[src/rtl/sd_access_scheduler.sv]
// sd_access_scheduler: round-robin arbiter that turns multi-sector read/write bursts into
// per-sector start pulses for the SD SPI controller. Macro SD_SCHED_TIMEOUT_EN adds a busy watchdog.
module sd_access_scheduler #(
    parameter int CNT_W       = 16,
    parameter int BUSY_WAIT   = 64,
    parameter int TIMEOUT_CYC = 1000000
) (
    input  logic             clk_sd,
    input  logic             reset,
    input  logic             sd_init_done,
    input  logic             wr_req,
    input  logic [31:0]      wr_base_addr,
    input  logic [CNT_W-1:0] wr_sec_cnt,
    output logic             wr_done,
    output logic             wr_err,
    input  logic             rd_req,
    input  logic [31:0]      rd_base_addr,
    input  logic [CNT_W-1:0] rd_sec_cnt,
    output logic             rd_done,
    output logic             rd_err,
    output logic             ctl_wr_start_en,
    output logic [31:0]      ctl_wr_sec_addr,
    input  logic             ctl_wr_busy,
    output logic             ctl_rd_start_en,
    output logic [31:0]      ctl_rd_sec_addr,
    input  logic             ctl_rd_busy,
    output logic             sched_busy,
    output logic             cur_is_wr
);

    // state     | meaning
    // IDLE      | waiting for a request with init done
    // START     | one-cycle start pulse for the current sector
    // WAIT_BUSY | waiting for controller busy to rise (bounded by BUSY_WAIT)
    // WAIT_DONE | waiting for controller busy to fall
    // NEXT      | advance address/count, decide next sector or finish
    // FINISH    | done pulse, flip round-robin pointer
    // ERROR     | err pulse, flip round-robin pointer
    typedef enum logic [2:0] {
        IDLE, START, WAIT_BUSY, WAIT_DONE, NEXT, FINISH, ERROR
    } state_t;

    localparam int BW_W = $clog2(BUSY_WAIT + 1);

    state_t           state, state_d;
    logic             is_wr, is_wr_d;
    logic             prefer_wr, prefer_wr_d;
    logic [31:0]      addr, addr_d;
    logic [31:0]      wr_addr_q, rd_addr_q;
    logic [CNT_W-1:0] cnt, cnt_d;
    logic [BW_W-1:0]  bw_tmr, bw_tmr_d;
    logic             grant_wr, req_cur, busy_cur, err_hold;

    assign grant_wr = wr_req && (!rd_req || prefer_wr);
    assign req_cur  = is_wr ? wr_req : rd_req;
    assign busy_cur = is_wr ? ctl_wr_busy : ctl_rd_busy;

`ifdef SD_SCHED_TIMEOUT_EN
    localparam int TO_W = $clog2(TIMEOUT_CYC + 1);

    logic [TO_W-1:0] to_tmr, to_tmr_d;
    logic            hold_q, hold_d;

    // hold_q keeps ERROR silent until the stuck controller finally drops busy
    always_ff @(posedge clk_sd or posedge reset) begin
        if (reset) begin
            to_tmr <= '0;
            hold_q <= 1'b0;
        end else begin
            to_tmr <= to_tmr_d;
            hold_q <= hold_d;
        end
    end

    assign err_hold = hold_q;
`else
    localparam int unused_timeout_cyc = TIMEOUT_CYC;

    assign err_hold = 1'b0;
`endif

    always_ff @(posedge clk_sd or posedge reset) begin
        if (reset) begin
            state     <= IDLE;
            is_wr     <= 1'b0;
            prefer_wr <= 1'b1;
            addr      <= '0;
            cnt       <= '0;
            bw_tmr    <= '0;
            wr_addr_q <= '0;
            rd_addr_q <= '0;
        end else begin
            state     <= state_d;
            is_wr     <= is_wr_d;
            prefer_wr <= prefer_wr_d;
            addr      <= addr_d;
            cnt       <= cnt_d;
            bw_tmr    <= bw_tmr_d;
            // sector address outputs only move when a new start pulse begins
            if (state_d == START) begin
                if (is_wr_d) wr_addr_q <= addr_d;
                else         rd_addr_q <= addr_d;
            end
        end
    end

    always_comb begin
        state_d     = state;
        is_wr_d     = is_wr;
        prefer_wr_d = prefer_wr;
        addr_d      = addr;
        cnt_d       = cnt;
        bw_tmr_d    = bw_tmr;
`ifdef SD_SCHED_TIMEOUT_EN
        to_tmr_d    = to_tmr;
        hold_d      = hold_q;
`endif
        case (state)
            IDLE: begin
                if (sd_init_done && (wr_req || rd_req)) begin
                    is_wr_d = grant_wr;
                    addr_d  = grant_wr ? wr_base_addr : rd_base_addr;
                    cnt_d   = grant_wr ? wr_sec_cnt : rd_sec_cnt;
                    state_d = (cnt_d == '0) ? ERROR : START;
                end
            end
            START: begin
                bw_tmr_d = BW_W'(BUSY_WAIT);
                state_d  = sd_init_done ? WAIT_BUSY : ERROR;
            end
            WAIT_BUSY: begin
                if (!sd_init_done) begin
                    state_d = ERROR;
                end else if (busy_cur) begin
                    state_d = WAIT_DONE;
`ifdef SD_SCHED_TIMEOUT_EN
                    to_tmr_d = TO_W'(TIMEOUT_CYC);
`endif
                end else if (bw_tmr <= BW_W'(1)) begin
                    state_d = ERROR;
                end else begin
                    bw_tmr_d = bw_tmr - BW_W'(1);
                end
            end
            WAIT_DONE: begin
                if (!sd_init_done) begin
                    state_d = ERROR;
                end else if (!busy_cur) begin
                    state_d = NEXT;
`ifdef SD_SCHED_TIMEOUT_EN
                end else if (to_tmr <= TO_W'(1)) begin
                    state_d = ERROR;
                    hold_d  = 1'b1;
                end else begin
                    to_tmr_d = to_tmr - TO_W'(1);
`endif
                end
            end
            NEXT: begin
                // a dropped request is only acted on here, after the sector has finished
                if (!sd_init_done || !req_cur) begin
                    state_d = ERROR;
                end else begin
                    cnt_d   = cnt - CNT_W'(1);
                    addr_d  = addr + 32'd1;
                    state_d = (cnt == CNT_W'(1)) ? FINISH : START;
                end
            end
            FINISH: begin
                prefer_wr_d = !prefer_wr;
                state_d     = IDLE;
            end
            ERROR: begin
`ifdef SD_SCHED_TIMEOUT_EN
                if (hold_q) begin
                    if (!busy_cur) hold_d = 1'b0;
                end else begin
                    prefer_wr_d = !prefer_wr;
                    state_d     = IDLE;
                end
`else
                prefer_wr_d = !prefer_wr;
                state_d     = IDLE;
`endif
            end
            default: state_d = IDLE;
        endcase
    end

    assign sched_busy      = (state != IDLE);
    assign cur_is_wr       = is_wr && sched_busy;
    assign ctl_wr_start_en = (state == START) && is_wr;
    assign ctl_rd_start_en = (state == START) && !is_wr;
    assign ctl_wr_sec_addr = wr_addr_q;
    assign ctl_rd_sec_addr = rd_addr_q;
    assign wr_done         = (state == FINISH) && is_wr;
    assign rd_done         = (state == FINISH) && !is_wr;
    assign wr_err          = (state == ERROR) && is_wr && !err_hold;
    assign rd_err          = (state == ERROR) && !is_wr && !err_hold;

endmodule

[config.mk]
export PLATFORM = sky130hd
export DESIGN_NAME = sd_access_scheduler
export DESIGN_NICKNAME = d
export VERILOG_FILES = /design/src/rtl/sd_access_scheduler.sv
export SDC_FILE = /design/constraint.sdc
export NUM_CORES = 1
export LEC_CHECK = 0
export ABC_AREA = 1
export CAP_MARGIN = 20
export CORE_MARGIN = 1.5
export CORE_UTILIZATION = 40
export CTS_CLUSTER_DIAMETER = 50
export CTS_CLUSTER_SIZE = 10
export DETAILED_ROUTE_END_ITERATION = 10
export HOLD_SLACK_MARGIN = 0.05
export PLACE_DENSITY = 0.66
export SYNTH_ARGS = -nofsm -noshare
export SYNTH_HDL_FRONTEND = slang
export SYNTH_SLANG_ARGS = --single-unit
[constraint.sdc]
create_clock -name clk_sd -period 6.33 [get_ports clk_sd]
set_clock_uncertainty 0.05 [all_clocks]
set_input_delay 1.266 -clock clk_sd [delete_from_list [all_inputs] [get_ports clk_sd]]
set_output_delay 1.266 -clock clk_sd [all_outputs]
set_load 0.005 [all_outputs]
; ---- Yosys cells after proc, flatten, opt, wreduce, memory -nomap -nowiden
; Cells that the tools add are included.
[word_totals]
reg_bits = 124
output_inout_bits = 72
[classes]
n_addsub = 3
magnitude_cmp = 1
eq_ne = 13
muxes = 27
n_bitwise = 1
n_reduce_logical = 27
[op_table]
columns = cell, n
row1 = 32-bit 2-to-1 mux, 3
row2 = 32-bit one-hot mux with 2 select lines, 1
row3 = 16-bit 2-to-1 mux, 3
row4 = "32-bit by 1-bit adder with 32-bit output, second input constant", 1
row5 = 16-bit one-hot mux with 2 select lines, 1
row6 = 3-bit 2-to-1 mux, 10
row7 = 7-bit 2-to-1 mux, 3
row8 = "16-bit by 1-bit == test with 1-bit output, second input constant", 1
row9 = 16-bit zero test, 1
row10 = "16-bit by 1-bit subtractor with 16-bit output, second input constant", 1
row11 = 3-bit one-hot mux with 5 select lines, 1
row12 = 7-bit one-hot mux with 2 select lines, 1
row13 = "2-bit inequality test, second input constant", 5
row14 = "3-bit == test, second input constant", 3
row15 = 1-bit logical AND, 9
row16 = "7-bit by 1-bit less-or-equal comparator with 1-bit output, second input constant", 1
row17 = "7-bit by 1-bit subtractor with 7-bit output, second input constant", 1
row18 = "3-bit by 1-bit == test with 1-bit output, second input constant", 2
row19 = "3-bit by 2-bit == test with 1-bit output, second input constant", 2
row20 = 1-bit zero test, 5
row21 = 1-bit 2-to-1 mux, 4
row22 = 2-bit AND reduction, 2
row23 = 4-bit AND reduction, 1
row24 = 2-bit nonzero test, 2
row25 = 6 further kinds, 8

; ---- Logic depth before layout (Yosys ltp)
; Gate-level depths: netlist (run 1).
[logic_depth]
ltp_word = 10
ltp_mapped = 16
ltp_nobuf = 14

; ---- Least setup slack after synthesis (run 1)
; Ideal clock, no wire load.
[synth_path]
kind = input -> register
start = input rd_req
end = register rd_addr_q[0], in the netlist ctl_rd_sec_addr[0]
setup_time_ns = 0.117
arrival_ns = 2.555
setup_slack_ns = 3.608
cell_stages = 15
cell_sequence = nand2_2 > nand2_2 > buf_4 > nand2_1 > nand2_1 > nor2_1 > nand2_1 > nor2_1 > nand2_1 > nand2_1 > nand2_2 > buf_6 > buf_2 > nand4_1 > nand2_1
[synth_between]
elab_chain_cells = 10
elab_cells_between_ends = 23
[synth_lines]
columns = item, line_no
row1 = from (decl), 16  ; input logic rd_req,
row2 = 1-bit zero test, 54  ; assign grant_wr = wr_req && (!rd_req || prefer_wr);
row3 = 1-bit logical OR, 54
row4 = 1-bit logical AND, 54
row5 = 16-bit 2-to-1 mux, 123  ; cnt_d = grant_wr ? wr_sec_cnt : rd_sec_cnt;
row6 = 16-bit zero test, 124  ; state_d = (cnt_d == '0) ? ERROR : START;
row7 = 3-bit 2-to-1 mux, 124
row8 = 3-bit 2-to-1 mux, 120  ; if (sd_init_done && (wr_req || rd_req)) begin
row9 = 3-bit one-hot mux with 5 select lines, 118  ; case (state)
row10 = 3-bit by 1-bit == test with 1-bit output, 100  ; if (state_d == START) begin
row11 = 2-bit AND reduction (no line), --
row12 = to (signal assigned), 102  ; else rd_addr_q <= addr_d;
row13 = to (decl), 49  ; logic [31:0] wr_addr_q, rd_addr_q;
; Parallel ways exist; a longest one is shown, timed or not.
; A chain may end at the register's enable or synchronous reset.

; ---- Final worst setup path (run 1)
[layout_path]
start = input wr_req
end = register wr_addr_q[22], in the netlist ctl_wr_sec_addr[22]
[layout_between]
elab_chain_cells = 8
elab_cells_between_ends = 20
[layout_lines]
columns = item, line_no
row1 = from (decl), 11  ; input logic wr_req,
row2 = 1-bit logical AND, 54
row3 = 16-bit 2-to-1 mux, 123
row4 = 16-bit zero test, 124
row5 = 3-bit 2-to-1 mux, 124
row6 = 3-bit 2-to-1 mux, 120
row7 = 3-bit one-hot mux with 5 select lines, 118
row8 = 3-bit by 1-bit == test with 1-bit output, 100
row9 = 2-bit AND reduction (no line), --
row10 = to (signal assigned), 101  ; if (is_wr_d) wr_addr_q <= addr_d;
row11 = to (decl), 49
; Parallel ways exist; a longest one is shown, timed or not.

==> impl_metrics.csv, run 1 <==
group,metric,value,unit
pwr,power_density,458,nW/um^2
synthesis,synth.avg_cell_area,6.84,sq um
min_path,hold_class,"reg2reg",
clock_tree,htreeDepth,4,
sta,worstMarginPinSlew,0.955,ns
synthesis,ys_seq_area_share,41.1,%
finish,fin_nets,1361,
worst_setup_path,required,6.59,ns
placement,dp.cells,1468,
sta,finalMaxSlewViolations,0,
synthesis,synth_area_leader_cell,"dfrtp_1",
detailed_routing,wire_per_inst,16.6,um
finish,fillerInstances,1790,
synthesis,synth_area,7540,sq um
sta,hold_viol_final,0,
sta,setup_tns,0,ns
sta,fmax,232,MHz
pwr,cellLeakagePower,0.00467,uW
synthesis,ys_top_cells_by_count,"nand2_1, dfrtp_1, nor2_1",
floorplanning,coreArea,18600,sq um
sta,fin_crit,4.31,ns
synthesis,synth.area.top_cells,"dfrtp_1, nand2_1, nor2_1",
grt,grt_util_all_layers,25.5,%
floorplanning,pin_count,175,
synthesis,synth_top_area_share,40.8,%
synthesis,synth_flop_cell,"dfrtp_1",
synthesis,syn_nets,1211,
synthesis,syn_inst,1103,
detailed_routing,dr.pass1.iters,5,
synthesis,synth.distinct_cells,37,
synthesis,synth_edf_count,0,
job,drv_cap,0,
worst_setup_path,critPathCaptureType,"register",
pwr,ir_drop,0.238,mV
worst_setup_path,path_cells,"clkdlybuf4s50_1 -> a21boi_4 -> buf_4 -> o21ai_2 -> buf_4 -> inv_2 -> nand3_2 -> nand2_1 -> nand2_1",
detailed_routing,drcViolationCount,0,
grt,grt_pass1_vias,7249,
detailed_routing,routed_wl,24.9,mm
placement,port_buffers,174,
clock_tree,cts_setup_buffers,0,
min_path,min_from,"ctl_rd_sec_addr[26]",
sta,rsz0062_at_grt,"false",
worst_setup_path,rr_worst_depth,14,
grt,grt-ovfl-total,0,
placement,place_congestion,0.963,
synthesis,synth.most_common_cell,"nand2_1",
clock_tree,insertion_delay,0.42,ns
worst_setup_path,slowest_delay,0.83,ns
worst_setup_path,cp-start-kind,"input port",
worst_setup_path,path_class,"in2reg",
detailed_routing,vias,7977,
clock_tree,cts.path.max_buffers,2,
detailed_routing,via_per_inst,5.32,
floorplanning,die-area,19700,sq um
synthesis,async_reset_ff_share,100,%
worst_setup_path,setup.worst_path.start,"wr_req",
finish,drive_gt1_share,5.13,%
worst_setup_path,r2r-start,"prefer_wr",
finish,antennaDiodeCount,0,
synthesis,synth_seq_cells,124,
floorplanning,start_util,40.6,%
clock_tree,root_buffer,"clkbuf_16",
grt,grt_pass1_wl,39.1,mm
detailed_routing,drt_iter0_markers,621,
clock_tree,holdBufCountCts,0,
detailed_routing,ant_nets,0,
placement,hpwl,17.9,mm
clock_tree,cts_buffers,17,
clock_tree,cts.sinks,124,
finish,syn_to_final_growth,32.2,%
floorplanning,die_h,140,um
grt,antenna_found_initial,0,
clock_tree,cts.reportedPaths.clkPinSlew,0.07,ns
grt,grt_max_degree,74,
worst_setup_path,crit_path_max_fanout,34,
sta,max_slew_margin,36.1,%
floorplanning,die_w,140,um
worst_setup_path,cp.arrival,4.57,ns
sta,setup_viol,0,
clock_tree,cts-resized-gates,0,
sta,period_share,68.2,%
clock_tree,cts_tree,"built",
finish,final_cells,1500,
worst_setup_path,critical_path.slowest_cell,"clkdlybuf4s50_1",
status,outcome,"finished clean",
min_path,hold_depth,2,
synthesis,yosys_warnings,0,
floorplanning,fp-row-count,50,
-- worst max-delay path, delay by kind of cell --
| kind | cells | cell delay (ns) |
|---|---|---|
| buf+inv | 4 | 1.90 |
| simple gates | 3 | 0.93 |
| compound gates | 2 | 0.44 |
-- cell usage in the layout (no fill, tap or decap), drive strengths merged, types with 3 or more instances in the layout --
cell type      instances
nand4                 68
clkbuf                17
nor2                 122
nand2                437
nand3b                12
xor2                   9
nor3                  11
o211ai                 6
nand3                 46
a31oi                  6
clkinv                 3
o221ai                 4
o21ai                 51
buf                    8
o22ai                  8
o21bai                 6
ha                     5
dfrtp                123
a21oi                 55
clkdlybuf4s50        174
inv                   83
-- path summary, 6_finish.rpt --
check	endpoint	slack [ns]
worst max-delay path	ctl_wr_sec_addr[22]	2.02
worst min-delay path	ctl_rd_sec_addr[26]	0.42
worst max register to register	ctl_rd_sec_addr[24]	3.05
worst min register to register	ctl_rd_sec_addr[26]	0.42
max in group asynchronous	ctl_rd_sec_addr[17]	3.62
min in group asynchronous	addr[30]	1.34
-- flip-flops by register name, summed over array words and instances (netlist names) --
name	flops
ctl_wr_sec_addr	32
prefer_wr	1
state	3
bw_tmr	7
ctl_rd_sec_addr	32
cnt	16
is_wr	1
addr	32
-- metrics by stage --
step	utilization (%)	hold slack [ns]	instance area (sq um)	power (uW)	worst slack (ns)
after floorplan	-	0.395	7540	2710	1.72
after global placement	50.5	0.404	9380	3500	1.64
after detailed placement	50.5	0.408	9380	3530	1.51
after CTS	53.7	0.424	9970	4550	1.96
after global routing	53.7	0.444	9970	4870	1.67
final	53.7	0.423	9970	4560	2.02
-- layer usage --
layer / part of all wire (%) / global-route usage, %
met5: 0 / 0
met4: 1.5 / 5.98
met3: 7.1 / 3.97
met2: 45 / 39.2
met1: 47 / 37.6
-- cell type report --
type	instances	area, sq um	area share [%]
inverter	74	280	2.81
sequential	124	3100	31.1
multi-input combinational	854	3900	39.1
clock inverter	15	170	1.71
clock buffer	17	425	4.27
timing repair buffer	182	1800	18.1
tap	234	293	2.94
-- cell families after synthesis --
logic type	after synthesis	synth area share, %
AO/OA/AOI/OAI	140	10.5
XOR/XNOR	9	1.04
adder cells (fa/ha/maj)	5	0.829
buffers and inverters	125	7.26
flip-flops	124	41.1
AND/OR/NAND/NOR	700	39.3
-- power by group --
group          internal, uW  switching [uW]
Combinational           792            1360
Clock                   563             436
Sequential             1130             287
(Power assumes the default switching activity.)
==> run 2: changes to the inputs <==
==> constraint.sdc (replaced) <==
create_clock -name clk_sd -period 4.1 [get_ports clk_sd]
set_clock_uncertainty 0.05 [all_clocks]
set_input_delay 0.82 -clock clk_sd [delete_from_list [all_inputs] [get_ports clk_sd]]
set_output_delay 0.82 -clock clk_sd [all_outputs]
set_load 0.005 [all_outputs]
==> run 2 against run 1 <==
Utilization grew 0.41 points. Global-route usage up 0.56 points. Critical path depth increased by 4. Register-to-register slack worse by 2.0 ns. Count of clock-buffer cells in the layout unchanged. Flip-flop and latch count unchanged. Setup slack lost 1.5 ns. Non-clock buffer count grew 10. Critical path type unchanged. Highest routed layer unchanged.
==> impl_metrics.csv, run 2 (synthesis results as in run 1) <==
group,metric,value,unit
status,outcome,"finished clean",
pwr,clockPowerShare,20.9,%
placement,dp.cells,1477,
grt,grt_util_all_layers,26.0,%
pwr,power_frac_seq,31.0,%
placement,hpwl,18.2,mm
worst_setup_path,critPathCaptureType,"register",
detailed_routing,drt_iter0_markers,791,
pwr,p_sw,3250,uW
worst_setup_path,crit_top_cell,"nand2_1",
sta,fin_crit,3.61,ns
min_path,whs_endpoint,"ctl_wr_sec_addr[23]",
pwr,pwr-share-comb,48.1,%
floorplanning,die_h,140,um
grt,grt_max_degree,65,
sta,period_share,88.1,%
worst_setup_path,path_cells,"clkdlybuf4s50_1 -> nand2_2 -> nand2_1 -> nand2_1 -> nor2_1 -> nand2_1 -> nor2_1 -> nand2_1 -> nand2_1 -> nand2_2 -> nand3_2 -> nand2_1 -> nand2_1",
worst_setup_path,path_buf_inv,1,
worst_setup_path,required,4.40,ns
placement,place_congestion,0.959,
floorplanning,die_w,140,um
detailed_routing,drcViolationCount,0,
clock_tree,cts_setup_buffers,0,
sta,worstMarginPinSlew,0.746,ns
worst_setup_path,slowest_delay,0.87,ns
grt,grt_pass1_vias,7449,
finish,layout_common_cells,"nand2_1, clkdlybuf4s50_1, dfrtp_1, nor2_1, nand4_1",
floorplanning,start_util,40.6,%
clock_tree,cts_buffers,17,
job,drv_cap,0,
worst_setup_path,cp_top_family,"simple AND/OR/NAND/NOR gates",
worst_setup_path,r2r_end,"ctl_rd_sec_addr[9]",
worst_setup_path,cp-start-kind,"input port",
clock_tree,cts-resized-gates,0,
placement,port_buffers,174,
finish,final_cells,1510,
worst_setup_path,critical_path.slowest_cell,"clkdlybuf4s50_1",
sta,fmax,277,MHz
sta,hold_viol_final,0,
floorplanning,pin_count,175,
sta,max_slew_margin,50.2,%
grt,antenna_found_initial,0,
finish,fillerInstances,1763,
clock_tree,holdBufCountCts,0,
min_path,hold_depth,2,
worst_setup_path,r2r-start,"prefer_wr",
detailed_routing,vias,8014,
pwr,ir_drop,0.373,mV
pwr,cellLeakagePower,0.00472,uW
worst_setup_path,rr_worst_depth,14,
worst_setup_path,path_class,"in2reg",
floorplanning,die-area,19700,sq um
sta,setup_tns,0,ns
pwr,cellInternalPower,3810,uW
clock_tree,insertion_delay,0.42,ns
finish,seq_area,3100,sq um
pwr,power_density,702,nW/um^2
finish,layout_commonest_cell,"nand2_1",
floorplanning,fp-row-count,50,
pwr,swShare,46.0,%
detailed_routing,dr.pass1.iters,5,
clock_tree,cts.path.max_buffers,2,
clock_tree,root_buffer,"clkbuf_16",
clock_tree,cts.sinks,124,
worst_setup_path,crit_path_max_fanout,32,
clock_tree,cts_tree,"built",
sta,setup_viol,0,
worst_setup_path,cp.arrival,3.92,ns
sta,rsz0062_at_grt,"false",
finish,fin_nets,1371,
min_path,hold_class,"reg2reg",
detailed_routing,wire_per_inst,16.7,um
finish,drive_gt1_share,5.88,%
grt,grt-ovfl-total,0,
grt,grt_pass1_wl,39.8,mm
detailed_routing,routed_wl,25.1,mm
pwr,power,7060,uW
detailed_routing,via_per_inst,5.31,
detailed_routing,ant_nets,0,
worst_setup_path,reg2reg_slack,1.05,ns
sta,finalMaxSlewViolations,0,
min_path,min_from,"ctl_wr_sec_addr[23]",
clock_tree,cts.reportedPaths.clkPinSlew,0.07,ns
finish,syn_to_final_growth,33.2,%
clock_tree,htreeDepth,4,
floorplanning,coreArea,18600,sq um
finish,antennaDiodeCount,0,
finish,multi_input_area,3900,sq um
## run 2: worst max-delay path by stage
stage / start / to / slack, ns / depth (start not counted)
floorplan: reset / addr[0] / 1.71 / 1
global placement: wr_req / ctl_rd_sec_addr[9] / 0.30 / 13
detailed placement: wr_req / ctl_rd_sec_addr[18] / 0.18 / 13
CTS: wr_req / ctl_rd_sec_addr[9] / 0.55 / 13
global route: wr_req / ctl_rd_sec_addr[9] / 0.23 / 13
finish: wr_req / ctl_rd_sec_addr[9] / 0.49 / 13
## run 2: through the flow
stage	util [%]	area (sq um)	hold slack [ns]	setup slack, ns
floorplan	-	7550	0.395	1.71
global placement	50.9	9460	0.406	0.299
detailed placement	50.9	9460	0.408	0.181
CTS	54.0	10000	0.424	0.553
global route	54.1	10000	0.437	0.231
finish	54.1	10000	0.421	0.489
## run 2: routing by layer
layer  track usage, %  vias up  routed length (um)
met5                0        -                   0
li1                 -     3946                   -
met4             8.48        0                 548
met3             5.06       35                1860
met1             37.7     3734               11700
met2             38.9      299               11000
## run 2: layout make-up
type | instances | share of cell area, %
Timing Repair Buffer | 192 | 18.9
Tap cell | 234 | 2.91
Clock inverter | 15 | 1.44
Multi-Input combinational cell | 854 | 38.8
Sequential cell | 124 | 30.9
Inverter | 74 | 2.80
Clock buffer | 17 | 4.23
## run 2: worst reg2reg max path: stages (launching register included)
cell and delay (ns):
dfstp_2 0.55, inv_2 0.05, nand2_2 0.20, nand2_2 0.32
nand2_1 0.15, nand2_1 0.08, nor2_1 0.11, nand2_1 0.06
nor2_1 0.26, nand2_1 0.15, nand2_1 0.11, nand2_2 0.09
nand3_2 0.54, nand2_1 0.15, nand2_1 0.11
## run 2: power groups by stage
| stage | sequential (uW) | combinational (uW) | clock (uW) |
|---|---|---|---|
| floorplan | 2090 | 2100 | 0 |
| global placement | 2200 | 3310 | 0 |
| global route | 2250 | 3760 | 1550 |
| detailed placement | 2180 | 3340 | 0 |
| finish | 2190 | 3400 | 1470 |
| CTS | 2180 | 3360 | 1480 |
==> run 3: changes to the inputs <==
--- a/config.mk
+++ b/config.mk
@@ -12,6 +12,7 @@
 export CTS_CLUSTER_DIAMETER = 50
 export CTS_CLUSTER_SIZE = 10
 export DETAILED_ROUTE_END_ITERATION = 10
+export GPL_ROUTABILITY_DRIVEN = 1
 export HOLD_SLACK_MARGIN = 0.05
 export PLACE_DENSITY = 0.66
 export SYNTH_ARGS = -nofsm -noshare
==> results of run 3 <==
The final DEF is identical to that of run 2; final timing and power are the same.
